<file path="config.mk">
export PLATFORM = sky130hd
export DESIGN_NAME = rr_arbiter_8_flat
export DESIGN_NICKNAME = d
export VERILOG_FILES = /design/src/rtl/rr_arbiter_8_if.sv /design/src/rtl/rr_arbiter_8.sv /design/src/flat_wrapper.sv
export SDC_FILE = /design/constraint.sdc
export NUM_CORES = 1
export LEC_CHECK = 0
export CORE_ASPECT_RATIO = 0.75
export CORE_MARGIN = 2
export CORE_UTILIZATION = 39
export DETAILED_ROUTE_END_ITERATION = 10
export GPL_TIMING_DRIVEN = 0
export HOLD_SLACK_MARGIN = 0.03
export PLACE_DENSITY = 0.61
export SKIP_LAST_GASP = 1
export SLEW_MARGIN = 10
export SYNTH_ARGS = -nofsm -noshare
export SYNTH_HDL_FRONTEND = slang
export SYNTH_SLANG_ARGS = --single-unit
</file>
<file path="constraint.sdc">
create_clock -name clk -period 3.85 [get_ports clk]
set_clock_uncertainty 0.05 [all_clocks]
set_input_delay 0.5775 -clock clk [delete_from_list [all_inputs] [get_ports clk]]
set_output_delay 0.5775 -clock clk [all_outputs]
set_load 0.02 [all_outputs]
</file>
<file path="src/rtl/rr_arbiter_8_if.sv">
// Request/grant bundle between eight requesters and the round-robin arbiter.
// The requester side drives req/release_grant; the arbiter drives the grant outputs.
interface rr_arbiter_8_if;
  logic [7:0] req;
  logic       release_grant;
  logic [7:0] grant;
  logic [2:0] grant_idx;
  logic       grant_valid;
  logic       timeout;

  modport master (
    output req,
    output release_grant,
    input  grant,
    input  grant_idx,
    input  grant_valid,
    input  timeout
  );

  modport slave (
    input  req,
    input  release_grant,
    output grant,
    output grant_idx,
    output grant_valid,
    output timeout
  );
endinterface

</file>
<file path="src/rtl/rr_arbiter_8.sv">
// Eight-way round-robin arbiter with a bounded hold time per grant.
// Every grant is followed by at least one idle cycle; all outputs come straight from flops.
module rr_arbiter_8 #(
  parameter int unsigned MAX_HOLD = 16
) (
  input  logic          clk,
  input  logic          rst_n,
  rr_arbiter_8_if.slave bus
);

  typedef enum logic [0:0] {
    IDLE = 1'b0,
    BUSY = 1'b1
  } state_e;

  localparam logic [7:0] HOLD_LAST = 8'(MAX_HOLD - 1);

  state_e     state_q,       state_d;
  logic [2:0] ptr_q,         ptr_d;
  logic [2:0] grant_idx_q,   grant_idx_d;
  logic       grant_valid_q, grant_valid_d;
  logic [7:0] grant_q,       grant_d;
  logic       timeout_q,     timeout_d;
  logic [7:0] hold_cnt_q,    hold_cnt_d;

  logic       pick_found;
  logic [2:0] pick_idx;
  logic       owner_req;
  logic       hold_expired;
  logic       end_grant;

  function automatic logic [7:0] rotate_right(input logic [7:0] v, input logic [2:0] sh);
    logic [15:0] dbl;
    dbl = {v, v} >> sh;
    return dbl[7:0];
  endfunction

  function automatic logic [2:0] lowest_set(input logic [7:0] v);
    logic [2:0] idx;
    idx = '0;
    for (int i = 7; i >= 0; i--) begin
      if (v[i]) idx = 3'(i);
    end
    return idx;
  endfunction

  // Rotating by ptr turns the circular search into a plain lowest-bit search;
  // adding ptr back wraps modulo 8 in the 3-bit sum.
  assign pick_found   = |bus.req;
  assign pick_idx     = ptr_q + lowest_set(rotate_right(bus.req, ptr_q));

  assign owner_req    = bus.req[grant_idx_q];
  assign hold_expired = (hold_cnt_q == HOLD_LAST);
  assign end_grant    = bus.release_grant | ~owner_req | hold_expired;

  always_ff @(posedge clk) begin
    if (!rst_n) begin
      state_q <= IDLE;
    end else begin
      state_q <= state_d;
    end
  end

  always_comb begin
    state_d = state_q;
    unique case (state_q)
      IDLE:    if (pick_found) state_d = BUSY;
      BUSY:    if (end_grant)  state_d = IDLE;
      default: state_d = IDLE;
    endcase
  end

  always_comb begin
    ptr_d         = ptr_q;
    grant_idx_d   = grant_idx_q;
    grant_valid_d = grant_valid_q;
    grant_d       = grant_q;
    hold_cnt_d    = hold_cnt_q;
    timeout_d     = 1'b0;
    unique case (state_q)
      IDLE: begin
        grant_valid_d = 1'b0;
        grant_d       = 8'h00;
        if (pick_found) begin
          grant_idx_d   = pick_idx;
          grant_valid_d = 1'b1;
          grant_d       = 8'h01 << pick_idx;
          hold_cnt_d    = 8'h00;
        end
      end
      BUSY: begin
        if (end_grant) begin
          grant_valid_d = 1'b0;
          grant_d       = 8'h00;
          ptr_d         = grant_idx_q + 3'd1;
          // A voluntary end (release or dropped request) masks a coincident expiry.
          timeout_d     = hold_expired & ~bus.release_grant & owner_req;
        end else begin
          hold_cnt_d    = hold_cnt_q + 8'h01;
        end
      end
      default: begin
        grant_valid_d = 1'b0;
        grant_d       = 8'h00;
      end
    endcase
  end

  always_ff @(posedge clk) begin
    if (!rst_n) begin
      ptr_q         <= 3'd0;
      grant_idx_q   <= 3'd0;
      grant_valid_q <= 1'b0;
      grant_q       <= 8'h00;
      timeout_q     <= 1'b0;
      hold_cnt_q    <= 8'h00;
    end else begin
      ptr_q         <= ptr_d;
      grant_idx_q   <= grant_idx_d;
      grant_valid_q <= grant_valid_d;
      grant_q       <= grant_d;
      timeout_q     <= timeout_d;
      hold_cnt_q    <= hold_cnt_d;
    end
  end

  assign bus.grant       = grant_q;
  assign bus.grant_idx   = grant_idx_q;
  assign bus.grant_valid = grant_valid_q;
  assign bus.timeout     = timeout_q;

endmodule
</file>
<file path="src/flat_wrapper.sv">
// flat-port wrapper written by rule: the top's interface ports become plain ports
module rr_arbiter_8_flat 
#(
  parameter int unsigned MAX_HOLD = 16
)
  (clk, rst_n, bus_req, bus_release_grant, bus_grant, bus_grant_idx, bus_grant_valid, bus_timeout);
  rr_arbiter_8_if bus_i ();
  input  logic clk;
  input  logic rst_n;
  input wire logic [$bits(bus_i.req)-1:0] bus_req;
  input wire logic [$bits(bus_i.release_grant)-1:0] bus_release_grant;
  output wire logic [$bits(bus_i.grant)-1:0] bus_grant;
  output wire logic [$bits(bus_i.grant_idx)-1:0] bus_grant_idx;
  output wire logic [$bits(bus_i.grant_valid)-1:0] bus_grant_valid;
  output wire logic [$bits(bus_i.timeout)-1:0] bus_timeout;
  assign bus_i.req = bus_req;
  assign bus_i.release_grant = bus_release_grant;
  assign bus_grant = bus_i.grant;
  assign bus_grant_idx = bus_i.grant_idx;
  assign bus_grant_valid = bus_i.grant_valid;
  assign bus_timeout = bus_i.timeout;
  rr_arbiter_8 #(.MAX_HOLD(MAX_HOLD)) u_core (.clk(clk), .rst_n(rst_n), .bus(bus_i));
endmodule
</file>
Word-level counts from Yosys, hierarchy flattened
Index checks and enable logic that the tools add are counted.

operators by class
  equal/unequal tests = 4
  divide/modulo/power cells = 0
  reduce and logical (&&, ||, !) cells = 5
  $lt $le $gt $ge = 1
  $add $sub $neg = 3
  shifts and indexed selects = 2
  bitwise operators = 7
  muxes and demuxes = 21
  multiply operators = 0

operator list
  operator                                                              number
  8-bit two-way mux                                                     4
  8-bit case mux with 2 select lines                                    2
  3-bit two-way mux                                                     8
  16-bit by 3-bit >> shifter with 8-bit output                          1
  8-bit by 1-bit adder with 8-bit output, second input constant         1
  8-bit by 4-bit == test with 1-bit output, second input constant       1
  8-bit OR reduction                                                    1
  1-bit by 3-bit left shift with 8-bit output, first input constant     1
  2-bit AND reduction                                                   3
  3-bit by 4-bit < comparator with 1-bit output, second input constant  1
  1-bit two-way mux                                                     4
  2-bit != test, second input constant                                  2
  1-bit case mux with 2 select lines                                    2
  3-bit by 1-bit adder with 3-bit output, second input constant         1
  3-bit adder                                                           1
  1-bit binary-select mux with 3-bit select                             1
  1-bit NOT                                                             3
  3-bit AND reduction                                                   1
  1-bit AND                                                             2
  2-bit by 1-bit != test with 1-bit output, second input constant       1
  1-bit OR                                                              2

word-level totals
  bits in writable memories = 0
  bits in read-only memories = 0
  output and inout bits = 13
  register bits = 25
  input port bits = 11
  memories = 0
  bits in latches = 0
  logic and storage cells = 50

Longest topological paths before layout
Gate-level depths: netlist of run 1.

  word-level depth = 13
  mapped depth = 14
  mapped depth without buffers = 13

Least setup slack after synthesis of run 1
Ideal clock, no wire load.

  kind = input -> register
  from = input port bus_req[1]
  to = register u_core.grant_idx_q[2] (netlist: u_core.bus.grant_idx[2])
  stages on the path = 13
  arrival = 3168 ps
  path slack = 549 ps
  buffers on the path = 1
  setup time = 83 ps
  path through = buf_2 inv_1 o211ai_1 a21boi_1 a221o_1 a22o_1 o21ai_1 ha_1 inv_1 fa_1 or4_1 o31a_1 o221ai_1

between the ends
  longest elaborated chain between the ends = 10
  elaborated cells between the ends (all ways) = 12
  those cells by class = add/sub: 1; shift: 1; mux: 8; reduce/logical: 2

RTL lines
  what                                          RTL line             source
  from (decl)                                   flat_wrapper.sv:10   input wire logic [$bits(bus_i.req)-1:0] bus_req;
  16-bit by 3-bit >> shifter with 8-bit output  rr_arbiter_8.sv:34   dbl = {v, v} >> sh;
  3-bit two-way mux (8 in series)               rr_arbiter_8.sv:42   if (v[i]) idx = 3'(i);
  3-bit adder                                   rr_arbiter_8.sv:50   assign pick_idx = ptr_q + lowest_set(rotate_right(bus.req, ptr_q));
  to (signal assigned)                          rr_arbiter_8.sv:119  grant_idx_q <= grant_idx_d;
  to (decl)                                     rr_arbiter_8.sv:20   logic [2:0] grant_idx_q, grant_idx_d;

Several ways; a longest one is shown, not always the timed one.
A chain may end at the register's enable or synchronous reset.

Worst setup path in the final report of run 1
  from = input port bus_req[7]
  to = register u_core.grant_idx_q[2] (netlist: u_core.bus.grant_idx[2])

The elaborated chain is that of the path after synthesis.

==> impl_metrics.yaml, run 1 <==
cells_and_area:
  layout-drive-gt1-share_pct: 16.9
  multi_input_area_mm2: 0.00119
  seqCellArea_um2: 500
  final_nets: 235
  fill_cells: 427
  antennaDiodeCount: 0
  final_area_mm2: 0.00211
  finalNonFillerCells: 276
  area_growth_pct: 19.4
timing:
  relSlewSlack_pct: 60.4
  worst_slew_pin_slew_ns: 0.587
  setup_viol: 0
  maxSlewViolCount: 0
  finalHoldViolations: 0
  hold_slack_ns: 0.397
  period_minus_slack_ns: 3.54
  post-route-period-util_pct: 92.0
  fmax_mhz: 282
  rsz0062_at_grt: "no"
clock_tree:
  cts_buffers: 3
  worstSkewPairLatency_ns: 0.27
  post_cts_buffers: 0
  cts_buffer_depth: 2
  cts_htree_levels: 1
  numClockSinks: 25
  cts_hold_buf: 0
  cts_tree: "yes"
  clockRootBuffer: "clkbuf_8"
  clk_pin_slew_ns: 0.08
floorplanning:
  core_area_mm2: 0.00441
  io_pins: 24
  dieArea_mm2: 0.00510
  die_y_um: 62.3
  start_util_pct: 40.1
  rows: 21
  dieWidth_um: 81.8
setup_path:
  startpoint_type: "primary input"
  cp_top_family: "compound AO/OA/AOI/OAI gates"
  critPathCaptureType: "flop"
  crit_fanout: 7
  crit_type: "in2reg"
  worstReg2RegEnd: "u_core.bus.grant_idx[2]"
  cpMaxStageDelayCell: "or4_1"
  crit_buf_inv: 3
  cp_cell_sequence: "clkdlybuf4s50_1 -> inv_1 -> o211ai_1 -> a21boi_1 -> a221o_1 -> a22o_1 -> o21ai_1 -> ha_1 -> inv_1 -> fa_2 -> or4_1 -> o31a_1 -> o221ai_1"
  rrSetupSlack_ns: 0.45
  r2r_start: "u_core.ptr_q[1]"
  crit_path_frequent_cell: "inv_1"
  max_stage_delay_ns: 0.56
  rr_worst_depth: 13
  crit_required_ns: 3.99
  worstPathArrival_ns: 3.68
logic_synthesis:
  synth.largest_area_cell: "dfxtp_1"
  ys_seq_area_share_pct: 28.3
  synth_most_common_cell: "nor2_1"
  netlist_top_cells_count: "26 x nor2_1, 25 x dfxtp_1, 15 x nand2_1"
  synthTopCellsByArea: "dfxtp_1 28%, nor2_1 5.5%, mux2i_1 4.5%"
  syn_area_per_cell_um2: 9.12
  syn-num-nets: 209
  synth_edf_count: 0
  async_flop_share_pct: 0
  synth_cell_types: 69
  synth_top_flop_cell: "dfxtp_1"
  syn-instance-count: 194
  synth_warnings: 0
  syn_area_mm2: 0.00177
  ys_ff_latch: 25
  synthDominantCellAreaShare_pct: 28.3
power_and_ir_drop:
  comb_power_share_pct: 42.7
  switchingPower_uw: 300
  power_leakage_uw: 0.000760
  p_int_uw: 518
  power.density_mw_per_mm2: 387
  clkPwrFrac_pct: 19.0
  swShare_pct: 36.7
  ir_worst_vdd_uv: 205
  seqPwrFrac_pct: 38.3
route:
  vias: 1521
  avgRoutedWirePerCell_um: 14.7
  drc_errors: 0
  drtAntennaViolNets: 0
  routed_wl_um: 4060
  viasPerCell: 5.51
  drtPass1Iterations: 4
  drtIter0Drc: 129
grt:
  grt-ovfl-total: 0
  grt_max_degree: 15
  grt_usage_pct: 16.8
  grt_pass1_vias: 1355
  grt_pass1_wl_um: 6760
  antenna_found_initial: 0
placed_design:
  dp_cells: 272
  place_area_mm2: 0.00205
  io_buffers: 21
  dp.final_hpwl_um: 3050
  gp_congestion: 0.901
worst_hold_path:
  hold_end: "u_core.bus.grant[0]"
  hp-class: "reg2reg"
  hp-start: "u_core.bus.grant[0]"
  holdPathStages: 2
outcome:
  outcome: "completed"
job:
  drv_cap: 0
-- power groups by stage --
stage                     Clock (uW)  Combinational (uW)  Sequential, uW
final                            155                 350             313
after CTS                        161                 342             314
after global routing             169                 376             317
after detailed placement           0                 340             319
after floorplan                    0                 223             335
after global placement             0                 342             319
-- timing repair --
item | CTS | global route
hold endpoints to repair | 0 | 0
gates resized for setup | 0 | 5
setup endpoints to repair | 0 | 1
-- worst reg2reg max path, cell delays in order (launching register included) --
cell	delay, ns
dfxtp_1	0.46
buf_2	0.30
mux2i_1	0.29
nand2_1	0.07
o21ai_0	0.11
o211ai_1	0.16
a22o_1	0.25
o21ai_1	0.14
ha_1	0.16
inv_1	0.05
fa_2	0.40
or4_1	0.56
o31a_1	0.25
o221ai_1	0.07
-- cell usage in the layout, fill, tap and decap left out, drive strengths merged, types with 2 or more instances in the layout --
| cell | netlist | routed |
|---|---|---|
| nor2 | 29 | 29 |
| clkdlybuf4s50 | 0 | 19 |
| inv | 6 | 6 |
| o31a | 2 | 2 |
| or2 | 2 | 2 |
| clkbuf | 1 | 4 |
| dlymetal6s2s | 0 | 2 |
| mux2i | 9 | 9 |
| a211oi | 7 | 7 |
| xnor2 | 2 | 2 |
| a21oi | 13 | 13 |
| nor4 | 2 | 2 |
| a22o | 5 | 5 |
| o32ai | 2 | 2 |
| ha | 3 | 3 |
| dfxtp | 25 | 25 |
| o211ai | 3 | 3 |
| nand2 | 15 | 15 |
| and2 | 2 | 2 |
| buf | 7 | 7 |
| mux2 | 3 | 3 |
| xor2 | 6 | 6 |
| mux4 | 3 | 3 |
| or4 | 3 | 3 |
| and3 | 2 | 2 |
| nand3 | 5 | 5 |
| o21ai | 8 | 8 |
| nand4 | 3 | 3 |
-- logic make-up after synthesis --
kind of cell	Yosys count	share of synthesized area (%)
AND/OR/NAND/NOR	72	21.4
buffers and inverters	15	5.23
multiplexers	15	12.0
XOR/XNOR	8	4.81
flip-flops	25	28.3
adder cells (fa/ha/maj)	4	3.25
AO/OA/AOI/OAI	55	25.1
-- registers in the layout (all words and copies together) (netlist names) --
| register | flops |
|---|---|
| u_core.hold_cnt_q | 8 |
| u_core.bus.grant_valid | 1 |
| u_core.state_q | 1 |
| u_core.ptr_q | 3 |
| u_core.bus.grant_idx | 3 |
| u_core.bus.grant | 8 |
| u_core.bus.timeout | 1 |
-- per-layer routing --
layer | wire length (um) | share of wire [%] | track usage, %
met1 | 2150 | 53 | 27.1
met2 | 1650 | 41 | 23.0
met3 | 240 | 5.9 | 3.49
met4 | 14 | 0.35 | 2.50
met5 | 0 | 0 | 0
-- worst max path at each step --
stage                from                       to  slack (ns)  cells after the start
4_1_cts        bus_req[6]  u_core.bus.grant_idx[2]        0.13                     13
5_1_grt        bus_req[5]  u_core.bus.grant_idx[2]         0.1                     13
3_5_place_dp   bus_req[6]  u_core.bus.grant_idx[2]       -0.13                     13
3_3_place_gp   bus_req[6]  u_core.bus.grant_idx[2]       -0.15                     13
2_1_floorplan  bus_req[1]  u_core.bus.grant_idx[2]        0.55                     13
6_report       bus_req[7]  u_core.bus.grant_idx[2]        0.31                     13
-- final cells by class --
class	instances	share of cell area, %
clock inverter	1	0.237
sequential	25	23.7
clock buffer	3	1.95
multi-input combinational	154	56.2
inverter	7	1.90
tap	57	3.38
buffer	8	2.49
timing repair buffer	21	10.2
-- per-stage QoR --
step / worst slack [ns] / util (%) / setup TNS, ns / power, uW
after global routing: 0.0976 / 47.8 / 0 / 863
final: 0.308 / 47.8 / 0 / 818
after CTS: 0.135 / 47.5 / 0 / 817
after global placement: -0.151 / 46.5 / -0.151 / 661
after floorplan: 0.549 / - / 0 / 559
after detailed placement: -0.134 / 46.5 / -0.134 / 660
(Power assumes the default switching activity.)
==> inputs of run 2 (changes only) <==
Settings changed: PLACE_DENSITY 0.61 to not set, SLEW_MARGIN 10 to 20.
==> run 2 against run 1 <==
- die area unchanged
- clock power barely moved
- non-clock buffer count unchanged
- flip-flop and latch count unchanged
- cell count unchanged
- total power up 0.11%
- sequential share of layout area is 0.13 points higher
- hold slack got worse by 0.0018 ns
- sequential power about the same
- core utilization down 0.26 points
- highest routed layer unchanged
==> impl_metrics.yaml, run 2 (synthesis results as in run 1) <==
outcome:
  outcome: "completed"
grt:
  grt_usage_pct: 17.0
  grt_pass1_wl_um: 6840
  grt_pass1_vias: 1386
  grt-ovfl-total: 0
  antenna_found_initial: 0
  grt_max_degree: 14
clock_tree:
  clockRootBuffer: "clkbuf_8"
  cts.repair.resized: 0
  clk_pin_slew_ns: 0.09
  cts_tree: "yes"
  cts_hold_buf: 0
  cts_buffers: 3
  cts_buffer_depth: 2
  worstSkewPairLatency_ns: 0.26
  numClockSinks: 25
  post_cts_buffers: 0
  cts_htree_levels: 1
cells_and_area:
  layout_common_cells: "26 x nor2_1, 25 x dfxtp_1, 20 x clkdlybuf4s50_1"
  final_common_cell: "nor2_1"
  antennaDiodeCount: 0
  layout-drive-gt1-share_pct: 15.5
  fill_cells: 441
  final_area_mm2: 0.00210
  final_nets: 235
  area_growth_pct: 18.7
timing:
  fin_tns_setup_ns: 0
  maxSlewViolCount: 0
  worst_slew_pin_slew_ns: 0.643
  relSlewSlack_pct: 56.7
  setup_viol: 0
  post-route-period-util_pct: 94.7
  period_minus_slack_ns: 3.65
  rsz0062_at_grt: "no"
  finalHoldViolations: 0
  fmax_mhz: 274
  hold_slack_ns: 0.395
power_and_ir_drop:
  power_leakage_uw: 0.000745
  p_total_uw: 819
  ir_worst_vdd_uv: 184
  power.density_mw_per_mm2: 390
floorplanning:
  io_pins: 24
  rows: 21
  start_util_pct: 40.1
  die_y_um: 62.3
  dieWidth_um: 81.8
  core_area_mm2: 0.00441
  dieArea_mm2: 0.00510
worst_hold_path:
  hp-class: "reg2reg"
setup_path:
  startpoint_type: "primary input"
  worstPathArrival_ns: 3.78
  rrSetupSlack_ns: 0.44
  critPathCaptureType: "flop"
  crit_fanout: 8
  crit_type: "in2reg"
  crit_required_ns: 3.99
route:
  drc_errors: 0
  routed_wl_um: 4010
  drtAntennaViolNets: 0
  viasPerCell: 5.60
  vias: 1546
  drtPass1Iterations: 4
  avgRoutedWirePerCell_um: 14.5
  drtIter0Drc: 102
placed_design:
  gp_congestion: 0.898
  place_area_mm2: 0.00205
  io_buffers: 21
  dp.final_hpwl_um: 3030
job:
  drv_cap: 0
-- run 2: cell count changes in the layout (fill, tap and decap cells not counted), sizes merged --
cell           before  now
clkbuf              4    5
dlymetal6s2s        2    1
clkinv              1    0
clkdlybuf4s50      19   20
-- run 2: worst max-delay path, cell delays in order --
cell	delay [ns]
clkdlybuf4s50_1	0.66
mux2i_1	0.16
mux2i_1	0.30
o211ai_1	0.18
a22o_1	0.25
o21ai_1	0.16
ha_1	0.17
inv_1	0.05
fa_2	0.39
or4_1	0.56
o31a_1	0.25
o221ai_1	0.07
-- run 2: path summary, 6_finish.rpt --
kind	from	endpoint	cells past startpoint
hold reg to reg	u_core.bus.grant[4]	u_core.bus.grant[4]	2
setup reg to reg	u_core.ptr_q[1]	u_core.bus.grant_idx[2]	12
setup / recovery	bus_req[4]	u_core.bus.grant_idx[2]	12
hold / removal	u_core.bus.grant[4]	u_core.bus.grant[4]	2
-- run 2: area by class of cell --
cell class / count / area [um2] / share of cell area [%]
Inverter: 7 / 40.0 / 1.91
Tap cell: 57 / 71.3 / 3.39
Buffer: 8 / 52.6 / 2.50
Sequential cell: 25 / 500 / 23.8
Clock buffer: 4 / 45.0 / 2.14
Multi-Input combinational cell: 154 / 1180 / 56.1
Timing Repair Buffer: 21 / 213 / 10.1
-- run 2: power by group --
group,leakage [uW],internal [uW],switching [uW]
registers,0.000204,283,29.9
clock network,0.0000228,74.0,81.8
logic,0.000519,161,189
total,0.000745,518,301
-- run 2: stage by stage --
step	cells	utilization, %	setup slack, ns
detailed placement	272	46.5	-0.168
global route	276	47.6	0.0503
finish	276	47.6	0.205
floorplan	194	-	0.549
global placement	272	46.5	-0.176
CTS	276	47.5	0.106
-- run 2: per-layer routing --
metal	vias up	share of wire [%]	GRT usage [%]
met2	39	41	23.3
met4	0	0.30	1.25
met5	-	0	0
met1	732	54	27.6
met3	2	4.5	4.22
li1	773	-	-
==> inputs of run 3 (changes only) <==
Settings changed: ABC_CLOCK_PERIOD_IN_PS set to 3850, CORE_ASPECT_RATIO 0.75 to 0.6.
==> run 3 against run 2 <==
- core utilization increased by 2.3 points
- sequential power about the same
- worst setup slack improved by 0.089 ns
- wire length increased by 8.4%
- flip-flop and latch count unchanged
- largest cell class unchanged
- clock power decreased by 3%
- critical path type unchanged
==> impl_metrics.yaml, run 3 (synthesis results as in run 1) <==
worst_hold_path:
  hp-start: "u_core.bus.grant[1]"
  hp-class: "reg2reg"
  holdPathStages: 2
  hold_end: "u_core.bus.grant[1]"
floorplanning:
  core_area_mm2: 0.00423
  io_pins: 24
  dieArea_mm2: 0.00511
  dieWidth_um: 91.0
  start_util_pct: 41.8
  rows: 18
  die_y_um: 56.2
grt:
  grt_pass1_vias: 1530
  grt_usage_pct: 17.8
  antenna_found_initial: 0
  met1_usage_pct: 27.4
  grt_max_degree: 14
  grt-ovfl-total: 0
  grt_use_met3_pct: 4.34
  grt-busiest-layer: "met1"
  met2_usage_pct: 24.7
  grt_pass1_wl_um: 7410
power_and_ir_drop:
  p_total_uw: 815
  power.density_mw_per_mm2: 386
  power_leakage_uw: 0.000773
  ir_worst_vdd_uv: 134
clock_tree:
  cts_htree_levels: 1
  cts_tree: "yes"
  clk_pin_slew_ns: 0.08
  cts_buffer_depth: 2
  worstSkewPairLatency_ns: 0.26
  clockRootBuffer: "clkbuf_8"
  post_cts_buffers: 0
  cts_buffers: 3
  numClockSinks: 25
timing:
  fin_ws_ns: 0.294
  hold_slack_ns: 0.397
  worst_slew_pin_slew_ns: 0.551
  setup_viol: 0
  maxSlewViolCount: 0
  finalHoldViolations: 0
  relSlewSlack_pct: 62.9
  period_minus_slack_ns: 3.56
  fmax_mhz: 281
  rsz0062_at_grt: "no"
  post-route-period-util_pct: 92.4
placed_design:
  place_ws_ns: -0.223
  gp_congestion: 0.941
  dp.final_hpwl_um: 3370
  io_buffers: 21
route:
  drtAntennaViolNets: 0
  drtIter0Drc: 75
  vias: 1561
  routed_wl_um: 4350
  viasPerCell: 5.59
  drc_errors: 0
  avgRoutedWirePerCell_um: 15.6
  drtPass1Iterations: 4
setup_path:
  crit_type: "in2reg"
  cp_cell_sequence: "clkdlybuf4s50_1 -> and2b_2 -> nor2_1 -> mux2i_1 -> o21bai_1 -> a211oi_1 -> o21ai_1 -> ha_1 -> inv_1 -> fa_2 -> or4_1 -> o31a_1 -> o221ai_1"
  crit_required_ns: 3.98
  worstPathArrival_ns: 3.69
  worstReg2RegEnd: "u_core.bus.grant_idx[2]"
  cpMaxStageDelayCell: "clkdlybuf4s50_1"
  critPathCaptureType: "flop"
  max_stage_delay_ns: 0.61
  crit_fanout: 7
  r2r_start: "u_core.ptr_q[1]"
  startpoint_type: "primary input"
  rrSetupSlack_ns: 0.47
  rr_worst_depth: 13
cells_and_area:
  area_growth_pct: 19.4
  final_common_cell: "nor2_1"
  layout_common_cells: "26 x nor2_1, 25 x dfxtp_1, 17 x clkdlybuf4s50_1"
  final_nets: 235
  layout-drive-gt1-share_pct: 15.5
  antennaDiodeCount: 0
  fin_util_pct: 49.9
job:
  drv_cap: 0
outcome:
  outcome: "completed"
-- run 3: worst max path at each step --
stage | slack [ns] | start | end | depth (start not counted)
2_1_floorplan | 0.55 | bus_req[1] | u_core.bus.grant_idx[2] | 13
3_3_place_gp | -0.15 | bus_req[6] | u_core.bus.grant_idx[2] | 13
3_5_place_dp | -0.22 | bus_req[6] | u_core.bus.grant_idx[2] | 13
4_1_cts | 0.04 | bus_req[6] | u_core.bus.grant_idx[2] | 13
5_1_grt | 0.10 | bus_req[5] | u_core.bus.grant_idx[2] | 13
6_report | 0.29 | bus_req[5] | u_core.bus.grant_idx[2] | 13
-- run 3: cell type report --
class,instances,area [um2]
flip-flops and latches,25,500
clock buffers,4,45.0
plain buffers,8,52.6
multi-input cells,154,1180
inverters,7,40.0
well taps,60,75.1
fillers,416,2120
repair buffers,21,220
-- run 3: power by group --
group | internal [uW] | switching, uW
logic | 161 | 189
registers | 283 | 30.7
clock network | 73.9 | 78.3
-- run 3: worst max-delay path: cells and delay by family --
family	cells	cell delay, ns
and+or+nand+nor	3	1.04
AOI/OAI and AO/OA	5	0.74
muxes	1	0.13
buffers and inverters	2	0.66
adders and majority gates	2	0.55
-- run 3: per-stage QoR --
| stage | instances | setup TNS, ns | instance area [um2] |
|---|---|---|---|
| 3_5_place_dp | 275 | -0.223 | 2050 |
| 4_1_cts | 279 | 0 | 2100 |
| 6_report | 279 | 0 | 2110 |
| 5_1_grt | 279 | 0 | 2110 |
| 3_3_place_gp | 275 | -0.148 | 2050 |
| 2_1_floorplan | 194 | 0 | 1770 |
-- run 3: layer usage --
layer / vias up / wire (um)
met5: - / 0
met4: 0 / 10
met3: 2 / 358
met2: 58 / 1740
met1: 730 / 2240
li1: 771 / -
-- run 3: what timing repair did --
action	in CTS	in global routing
gates resized for setup	0	6
hold buffers	0	0
setup endpoints to repair	0	1
